[config.mk]
export PLATFORM = sky130hd
export DESIGN_NAME = lift_car_controller
export DESIGN_NICKNAME = d
export VERILOG_FILES = /design/src/rtl/lift_car_controller.sv
export SDC_FILE = /design/constraint.sdc
export NUM_CORES = 1
export LEC_CHECK = 0
export CORE_MARGIN = 2
export CORE_UTILIZATION = 55
export DETAILED_ROUTE_END_ITERATION = 8
export PLACE_DENSITY = 0.8
export SLEW_MARGIN = 5
export SYNTH_ARGS = -nofsm -noshare
export SYNTH_HDL_FRONTEND = slang
export SYNTH_SLANG_ARGS = --single-unit
[constraint.sdc]
create_clock -name clk -period 2.2 [get_ports clk]
set_input_delay 0.66 -clock clk [delete_from_list [all_inputs] [get_ports clk]]
set_output_delay 0.66 -clock clk [all_outputs]
set_load 0.03 [all_outputs]
[src/rtl/lift_car_controller.sv]
// lift_car_controller
// Consumer end of the hall-request interface for a 4-floor car (floors 0..3).
// It takes a one-hot request from the request buffer through the done/qEmpty
// handshake, moves the car one floor at a time toward the target, runs a
// timed door cycle and then reasserts done so the next request can be loaded.
//
// Ports:
//   clk        system clock, rising edge
//   rst_n      asynchronous active-low reset
//   button_out one-hot request: bit0=1U bit1=2U bit2=3U bit3=2D bit4=3D bit5=4D
//   qEmpty     high when the buffer holds no pending request
//   done       high when idle; the buffer may load button_out on an edge with done=1
//   floor      current floor, 0..3
//   moving     high while travelling
//   dir_up     travel direction, or arrival direction once at the target
//   door_open  high while the door is open
//   req_err    one-cycle pulse when a zero or multi-hot request is captured
module lift_car_controller #(
  parameter int unsigned FLOOR_TICKS = 8,
  parameter int unsigned DOOR_TICKS  = 4
) (
  input  logic       clk,
  input  logic       rst_n,
  input  logic [5:0] button_out,
  input  logic       qEmpty,
  output logic       done,
  output logic [1:0] floor,
  output logic       moving,
  output logic       dir_up,
  output logic       door_open,
  output logic       req_err
);

  localparam int unsigned MaxTicks = (FLOOR_TICKS > DOOR_TICKS) ? FLOOR_TICKS : DOOR_TICKS;
  localparam int unsigned CntW     = (MaxTicks > 1) ? $clog2(MaxTicks) : 1;

  localparam logic [CntW-1:0] FloorLast = CntW'(FLOOR_TICKS - 1);
  localparam logic [CntW-1:0] DoorLast  = CntW'(DOOR_TICKS - 1);

  typedef enum logic [1:0] {
    StIdle,
    StLatch,
    StMove,
    StDoor
  } state_e;

  state_e          state_q, state_d;
  logic            done_q, done_d;
  logic [1:0]      floor_q, floor_d;
  logic            moving_q, moving_d;
  logic            dir_up_q, dir_up_d;
  logic            door_open_q, door_open_d;
  logic            req_err_q, req_err_d;
  logic [CntW-1:0] cnt_q, cnt_d;
  logic [1:0]      target_q, target_d;
  logic            req_up_q, req_up_d;

  // Request decode; anything that is not exactly one-hot is invalid.
  logic       dec_valid;
  logic [1:0] dec_target;
  logic       dec_up;

  always_comb begin
    dec_valid  = 1'b1;
    dec_target = 2'd0;
    dec_up     = 1'b1;
    case (button_out)
      6'b000001: begin dec_target = 2'd0; dec_up = 1'b1; end
      6'b000010: begin dec_target = 2'd1; dec_up = 1'b1; end
      6'b000100: begin dec_target = 2'd2; dec_up = 1'b1; end
      6'b001000: begin dec_target = 2'd1; dec_up = 1'b0; end
      6'b010000: begin dec_target = 2'd2; dec_up = 1'b0; end
      6'b100000: begin dec_target = 2'd3; dec_up = 1'b0; end
      default:   dec_valid = 1'b0;
    endcase
  end

  // One-floor step in the travel direction; a step past either end is held.
  logic [1:0] step_floor;

  always_comb begin
    step_floor = floor_q;
    if (dir_up_q && (floor_q != 2'd3)) begin
      step_floor = floor_q + 2'd1;
    end else if (!dir_up_q && (floor_q != 2'd0)) begin
      step_floor = floor_q - 2'd1;
    end
  end

  always_comb begin
    state_d     = state_q;
    done_d      = done_q;
    floor_d     = floor_q;
    moving_d    = moving_q;
    dir_up_d    = dir_up_q;
    door_open_d = door_open_q;
    req_err_d   = 1'b0;
    cnt_d       = cnt_q;
    target_d    = target_q;
    req_up_d    = req_up_q;

    unique case (state_q)
      StIdle: begin
        done_d = 1'b1;
        if (!qEmpty) begin
          state_d = StLatch;
          done_d  = 1'b0;
        end
      end

      StLatch: begin
        if (!dec_valid) begin
          req_err_d = 1'b1;
          done_d    = 1'b1;
          state_d   = StIdle;
        end else begin
          target_d = dec_target;
          req_up_d = dec_up;
          cnt_d    = '0;
          if (dec_target == floor_q) begin
            state_d     = StDoor;
            door_open_d = 1'b1;
            dir_up_d    = dec_up;
          end else begin
            state_d  = StMove;
            moving_d = 1'b1;
            dir_up_d = (dec_target > floor_q);
          end
        end
      end

      StMove: begin
        if (cnt_q == FloorLast) begin
          cnt_d   = '0;
          floor_d = step_floor;
          if (step_floor == target_q) begin
            moving_d    = 1'b0;
            dir_up_d    = req_up_q;
            door_open_d = 1'b1;
            state_d     = StDoor;
          end
        end else begin
          cnt_d = cnt_q + CntW'(1);
        end
      end

      StDoor: begin
        if (cnt_q == DoorLast) begin
          cnt_d       = '0;
          door_open_d = 1'b0;
          done_d      = 1'b1;
          state_d     = StIdle;
        end else begin
          cnt_d = cnt_q + CntW'(1);
        end
      end

      default: begin
        state_d = StIdle;
      end
    endcase
  end

  always_ff @(posedge clk or negedge rst_n) begin
    if (!rst_n) begin
      state_q     <= StIdle;
      done_q      <= 1'b1;
      floor_q     <= 2'd0;
      moving_q    <= 1'b0;
      dir_up_q    <= 1'b1;
      door_open_q <= 1'b0;
      req_err_q   <= 1'b0;
      cnt_q       <= '0;
      target_q    <= 2'd0;
      req_up_q    <= 1'b1;
    end else begin
      state_q     <= state_d;
      done_q      <= done_d;
      floor_q     <= floor_d;
      moving_q    <= moving_d;
      dir_up_q    <= dir_up_d;
      door_open_q <= door_open_d;
      req_err_q   <= req_err_d;
      cnt_q       <= cnt_d;
      target_q    <= target_d;
      req_up_q    <= req_up_d;
    end
  end

  assign done      = done_q;
  assign floor     = floor_q;
  assign moving    = moving_q;
  assign dir_up    = dir_up_q;
  assign door_open = door_open_q;
  assign req_err   = req_err_q;

endmodule

# After elaboration in Yosys (flattened, before gate mapping)
# Cells that the tools add are included.
# word_totals
reg_bits	15
inputBits	9
out_inout_bits	7
wordCells	94
# op_classes
addsub	3
magnitude_cmp	1
eq_ne	22
muxes	38
n_reduce_logical	20
# ops
op	count
$mux W1	21
$ne A2 B2 Y1 const B	9
$mux W2	7
$mux W3	3
$pmux W3 S3	1
$pmux W2 S4	1
$reduce_and A4 Y1	2
$eq A6 B1 Y1 const B	1
$eq A6 B2 Y1 const B	1
$eq A6 B3 Y1 const B	1
$eq A6 B4 Y1 const B	1
$eq A6 B5 Y1 const B	1
$eq A6 B6 Y1 const B	1
$pmux W1 S3	2
$pmux W2 S3	1
$reduce_and A2 Y1	3
$reduce_and A6 Y1	1
$reduce_bool A3 Y1	2
$reduce_or A6 Y1	1
$reduce_and A5 Y1	1
$eq A2 B2 Y1	2
$eq A2 B2 Y1 const B	2
$pmux W1 S2	2
$reduce_bool A2 Y1	2
other kinds (13)	15

# Depth between registers and ports, before layout
# logic_depth
depth_word	8
ltp_mapped	10
ltp_nobuf	9

# Least setup slack after synthesis
# OpenSTA, ideal clock, no wires.
# synth_path
path_kind	in2reg
startpoint	input button_out[5]
endpoint	register door_open_q, in the netlist door_open
setup_time_ns	0.079
arrival_ns	2.592
required_time_ns	2.121
setup_slack_ns	-0.472
path_stages	10
n_path_buf	1
cell_sequence	buf_4 -> nor4b_4 -> a21oi_2 -> nor3_1 -> ha_1 -> nand3_1 -> or2_2 -> o22ai_1 -> o311ai_0 -> mux2i_1
# synth_via
elab_chain_len	6
word_cells_on_any_way	15
classes_between	eq/ne (9); mux (2); reduce/logical (4)
# synth_lines
item	line_no	rtl
start: declaration	24	input logic [5:0] button_out,
$eq A6 B5 Y1 (tied with other cells)	67	case (button_out)
$reduce_or A2 Y1 (no line)	-	
$pmux W2 S3 *	67	
net dec_target[1]	60	logic [1:0] dec_target;
$eq A2 B2 Y1 *	120	if (dec_target == floor_q) begin
$ne A2 B2 Y1 (no line) *	-	
$reduce_and A6 Y1 (no line) *	-	
end signal: assignment	182	door_open_q <= door_open_d;
end: declaration	52	logic door_open_q, door_open_d;
# Mark *: on every way through the listed nets, which the timed path passes. The rest lies on a longest branch.
# A chain may end at the register's enable or synchronous reset.

# Final worst setup path
# layout_path
startpoint	input button_out[5]
endpoint	register dir_up_q, in the netlist dir_up
# layout_via
elab_chain_len	7
word_cells_on_any_way	20
classes_between	order compare (1); eq/ne (8); mux (6); reduce/logical (5)
# layout_lines
item	line_no	rtl
$eq A6 B5 Y1 (tied with other cells)	67	
$reduce_or A2 Y1 (no line)	-	
$pmux W2 S3 *	67	
net dec_target[1]	60	
$gt A2 B2 Y1 / $eq A2 B2 Y1 (equally long branches)	127, 120	
$mux W1 *	120	
$mux W1 *	112	if (!dec_valid) begin
$pmux W1 S2 *	102	unique case (state_q)
end signal: assignment	181	dir_up_q <= dir_up_d;
end: declaration	51	logic dir_up_q, dir_up_d;
# Mark *: on every way through the listed nets, which the timed path passes. The rest lies on a longest branch. The select of a mux whose other input is x is not followed.

==> results <==
-- through the flow --
step	TNS [ns]	worst slack, ns	cell area, µm²	total power [µW]
after floorplan	-0.226	-0.226	1330	1020
after global routing	-0.270	-0.137	1870	1750
final	-0.152	-0.0825	1870	1660
after detailed placement	-6.73	-0.770	1650	1300
after CTS	-0.0562	-0.0562	1750	1510
after global placement	-5.64	-0.643	1650	1270
-- sequential cells by signal (all words and copies together) (netlist names), named ones only --
| name | count |
|---|---|
| door_open | 1 |
| req_up_q | 1 |
| moving | 1 |
| dir_up | 1 |
| floor | 2 |
| done | 1 |
| cnt_q | 3 |
| req_err | 1 |
| target_q | 2 |
| state_q | 1 |
-- how the worst min path moves through the flow --
stage                 from  depth (start not counted)           to  slack [ns]
4_1_cts        target_q[0]                          2  target_q[0]        0.55
3_5_place_dp   target_q[0]                          2  target_q[0]        0.53
5_1_grt           cnt_q[1]                          2     cnt_q[1]        0.58
3_3_place_gp      cnt_q[1]                          2     cnt_q[1]        0.51
6_report          cnt_q[1]                          2     cnt_q[1]        0.55
2_1_floorplan        rst_n                          0    async pin        0.36
-- cell usage after synthesis, drive strengths merged (3+ instances only) --
cell type	number	area [µm²]
a21oi	5	28.8
buf	4	35.0
dfrtp	12	300
dfstp	3	78.8
ha	13	163
inv	13	48.8
mux2	6	78.8
mux2i	4	52.6
nand2	9	33.8
nand3	4	20.0
nor2	12	45.0
nor3	4	20.0
o21ai	7	35.0
o22ai	3	18.8
xnor2	3	26.3
xor2	4	35.0
-- per-layer routing --
metal | routed length, µm | share of wire, %
met1 | 1510 | 35
met2 | 2290 | 54
met4 | 193 | 4.5
met3 | 261 | 6.1
met5 | 0 | 0
-- cell type report --
cell class / count / share of cell area, %
inverter: 13 / 2.62
clock buffer: 3 / 1.21
clock inverter: 1 / 0.268
multi-input combinational: 103 / 50.0
timing repair buffer: 50 / 23.6
tap: 28 / 1.88
sequential: 15 / 20.4
-- cell families after synthesis --
logic type / synth area share (%)
multiplexers: 10.1
XOR/XNOR: 4.71
buffers and inverters: 7.88
flip-flops: 29.1
AO/OA/AOI/OAI: 18.3
AND/OR/NAND/NOR: 17.4
adder cells (fa/ha/maj): 12.5
-- power breakdown --
part | total [µW] | switching [µW] | internal [µW]
combinational | 1010 | 518 | 491
sequential | 478 | 92.8 | 385
clock | 171 | 103 | 68.1
total | 1660 | 714 | 944
-- cells in the final DEF, fill, tap and decap left out, types with 2 or more instances in the layout --
cell,netlist,final
sky130_fd_sc_hd__nor2b_1,2,2
sky130_fd_sc_hd__xor2_1,4,2
sky130_fd_sc_hd__dfstp_2,3,3
sky130_fd_sc_hd__inv_1,13,12
sky130_fd_sc_hd__dlymetal6s2s_1,0,2
sky130_fd_sc_hd__buf_8,0,2
sky130_fd_sc_hd__mux2_4,3,4
sky130_fd_sc_hd__ha_1,13,13
sky130_fd_sc_hd__clkdlybuf4s50_1,0,7
sky130_fd_sc_hd__nand3_1,4,3
sky130_fd_sc_hd__mux2i_1,3,3
sky130_fd_sc_hd__nand2_1,9,9
sky130_fd_sc_hd__buf_6,2,6
sky130_fd_sc_hd__a21oi_2,1,3
sky130_fd_sc_hd__buf_4,1,30
sky130_fd_sc_hd__nor2_1,12,11
sky130_fd_sc_hd__o211ai_1,2,2
sky130_fd_sc_hd__nor3_1,4,2
sky130_fd_sc_hd__xor2_2,0,2
sky130_fd_sc_hd__o22ai_2,0,2
sky130_fd_sc_hd__o21ai_0,7,6
sky130_fd_sc_hd__or2b_2,2,2
sky130_fd_sc_hd__dfrtp_1,12,11
sky130_fd_sc_hd__clkbuf_4,0,4
sky130_fd_sc_hd__xnor2_1,3,2
-- tightest hold or removal path: cells and delay by family, from the launching register on --
kind | cells | cell delay (ns)
DFF | 1 | 0.40
buffers and inverters | 1 | 0.06
muxes | 1 | 0.06
-- what timing repair did --
item / 4_1_cts / 5_1_grt
resized for setup: 30 / 27
pin swaps: 9 / 13
endpoints found under the setup margin: 13 / 7
setup buffers: 7 / 4
==> impl_metrics.xml <==
<?xml version="1.0" encoding="UTF-8"?>
<metrics>
  <group name="drt">
    <metric name="via_per_inst" unit="">6.35</metric>
    <metric name="wl_per_cell" unit="µm">19.9</metric>
    <metric name="drtPass1Iterations" unit="">4</metric>
    <metric name="vias" unit="">1352</metric>
    <metric name="detail_route.wirelength" unit="µm">4250</metric>
    <metric name="drt_first_iter_violations" unit="">84</metric>
    <metric name="drt_drc_violations_left" unit="">0</metric>
    <metric name="ant_nets" unit="">0</metric>
  </group>
  <group name="timing">
    <metric name="finalClockSkew" unit="ns">0.00366</metric>
    <metric name="report.final.setup_viol" unit="">2</metric>
    <metric name="timing.slew.headroom" unit="%">67.6</metric>
    <metric name="timing.final.hold_violations" unit="">0</metric>
    <metric name="fmax" unit="GHz">0.438</metric>
    <metric name="final_min_period_over_clock_period" unit="%">104</metric>
    <metric name="finalHoldWorstSlack" unit="ns">0.548</metric>
    <metric name="timing.final.max_slew_violations" unit="">0</metric>
    <metric name="worstMarginPinSlew" unit="ns">0.479</metric>
    <metric name="post-route-min-period" unit="ns">2.28</metric>
    <metric name="rsz0062_at_grt" unit="">true</metric>
    <metric name="post-route-worst-setup-slack" unit="ns">-0.0825</metric>
  </group>
  <group name="clock_network">
    <metric name="htree_levels" unit="">1</metric>
    <metric name="insertion_delay" unit="ns">0.31</metric>
    <metric name="clock_sinks" unit="">15</metric>
    <metric name="ctsHoldBuffers" unit="">0</metric>
    <metric name="cts-root-to-sink-buffers" unit="">2</metric>
    <metric name="cts_tree" unit="">done</metric>
    <metric name="root_buffer_cell" unit="">sky130_fd_sc_hd__clkbuf_4</metric>
    <metric name="clk_pin_slew_worst_paths" unit="ns">0.10</metric>
    <metric name="cts_inserted_buffers" unit="">3</metric>
  </group>
  <group name="critical_path">
    <metric name="crit_required" unit="ns">2.44</metric>
    <metric name="reg2reg_setup_slack" unit="ns">0.01</metric>
    <metric name="cp_slowest_cell" unit="">sky130_fd_sc_hd__nor4b_4</metric>
    <metric name="worstPathArrival" unit="ns">2.52</metric>
    <metric name="worst_setup_path_endpoint" unit="">dir_up</metric>
    <metric name="crit_path_start_kind" unit="">primary input</metric>
    <metric name="critical_path_depth" unit="">10</metric>
    <metric name="critical_path.cell_chain" unit="">buf_8 -&gt; nor4b_4 -&gt; a21oi_2 -&gt; nor3_2 -&gt; ha_1 -&gt; buf_4 -&gt; a21boi_2 -&gt; o22ai_2 -&gt; a21oi_2 -&gt; mux2_4</metric>
    <metric name="worst-path-buf-inv" unit="">2</metric>
    <metric name="r2r.worst_path.cells" unit="">6</metric>
    <metric name="worst-path-max-fanout" unit="">3</metric>
    <metric name="critical-path-top-cell-by-count" unit="">sky130_fd_sc_hd__a21oi_2</metric>
    <metric name="worst_setup_sp" unit="">button_out[5]</metric>
    <metric name="regToRegStartpoint" unit="">floor[0]</metric>
    <metric name="timing.critical_path.max_delay_family" unit="">simple AND/OR/NAND/NOR gates</metric>
    <metric name="worst_setup_path_end_kind" unit="">register</metric>
    <metric name="timing.setup.critical_path_class" unit="">primary input to register</metric>
    <metric name="crit_path_max_incr_delay" unit="ns">0.37</metric>
    <metric name="crit-reg2reg-capture" unit="">dir_up</metric>
  </group>
  <group name="outcome">
    <metric name="status" unit="">finished with violations</metric>
    <metric name="failed_checks" unit="">negative setup slack</metric>
  </group>
  <group name="cells_and_area">
    <metric name="multi_input_area" unit="µm²">933</metric>
    <metric name="design.final.nets" unit="">208</metric>
    <metric name="drive_above_1_share" unit="%">43.2</metric>
    <metric name="layout-area-overhead-vs-synth" unit="%">43.4</metric>
    <metric name="antenna-diode-count" unit="">0</metric>
    <metric name="fillers" unit="">121</metric>
    <metric name="final_core_util" unit="%">83.5</metric>
    <metric name="post_layout_nonfiller_instances" unit="">213</metric>
    <metric name="area.sequential" unit="µm²">380</metric>
  </group>
  <group name="yosys">
    <metric name="synth_seq_area_share" unit="%">29.1</metric>
    <metric name="dominantRegCellSynth" unit="">sky130_fd_sc_hd__dfrtp_1</metric>
    <metric name="synth_area_per_cell" unit="µm²">9.50</metric>
    <metric name="netlist_area" unit="µm²">1300</metric>
    <metric name="synth.ff_latch_count" unit="">15</metric>
    <metric name="yosysUniqueCellTypes" unit="">48</metric>
    <metric name="yosys_warnings" unit="">0</metric>
    <metric name="syn_nets" unit="">159</metric>
    <metric name="synth_async_sr_flop_share" unit="%">100</metric>
    <metric name="synth_edf_count" unit="">0</metric>
    <metric name="post_synth_inst_count" unit="">137</metric>
  </group>
  <group name="grt">
    <metric name="grt_max_degree" unit="">16</metric>
    <metric name="first_global_vias" unit="">1286</metric>
    <metric name="global_route_wire_length_before_repair" unit="µm">5870</metric>
    <metric name="grt_antenna_before_repair" unit="">0</metric>
    <metric name="global_route_hottest_layer" unit="">met2</metric>
    <metric name="grt_overflow_total" unit="">0</metric>
    <metric name="use_met1" unit="%">31.2</metric>
    <metric name="use_met2" unit="%">55.8</metric>
    <metric name="grt_util_all_layers" unit="%">29.4</metric>
    <metric name="grt_util_met3" unit="%">3.71</metric>
  </group>
  <group name="placement">
    <metric name="portBuffers" unit="">15</metric>
    <metric name="place.detailed.hpwl" unit="µm">2420</metric>
    <metric name="numPlacedInstances" unit="">199</metric>
    <metric name="gpl.final_weighted_congestion" unit="">0.909</metric>
  </group>
  <group name="die">
    <metric name="number_of_placement_rows" unit="">17</metric>
    <metric name="pin_count" unit="">16</metric>
    <metric name="die_area" unit="µm²">2770</metric>
    <metric name="start_util" unit="%">58.3</metric>
    <metric name="dieHeight" unit="µm">52.6</metric>
    <metric name="core-area" unit="µm²">2230</metric>
    <metric name="die_boundary_width" unit="µm">52.6</metric>
  </group>
  <group name="min_path">
    <metric name="min_path_type" unit="">register to register</metric>
  </group>
  <group name="pwr">
    <metric name="static-leakage-power" unit="µW">0.000857</metric>
    <metric name="ir_worst_vdd" unit="mV">0.598</metric>
    <metric name="power_per_cell_area" unit="nW/µm²">889</metric>
  </group>
  <group name="job">
    <metric name="cap_viol_max_count" unit="">0</metric>
  </group>
</metrics>
Power figures use the tool's default switching activity.
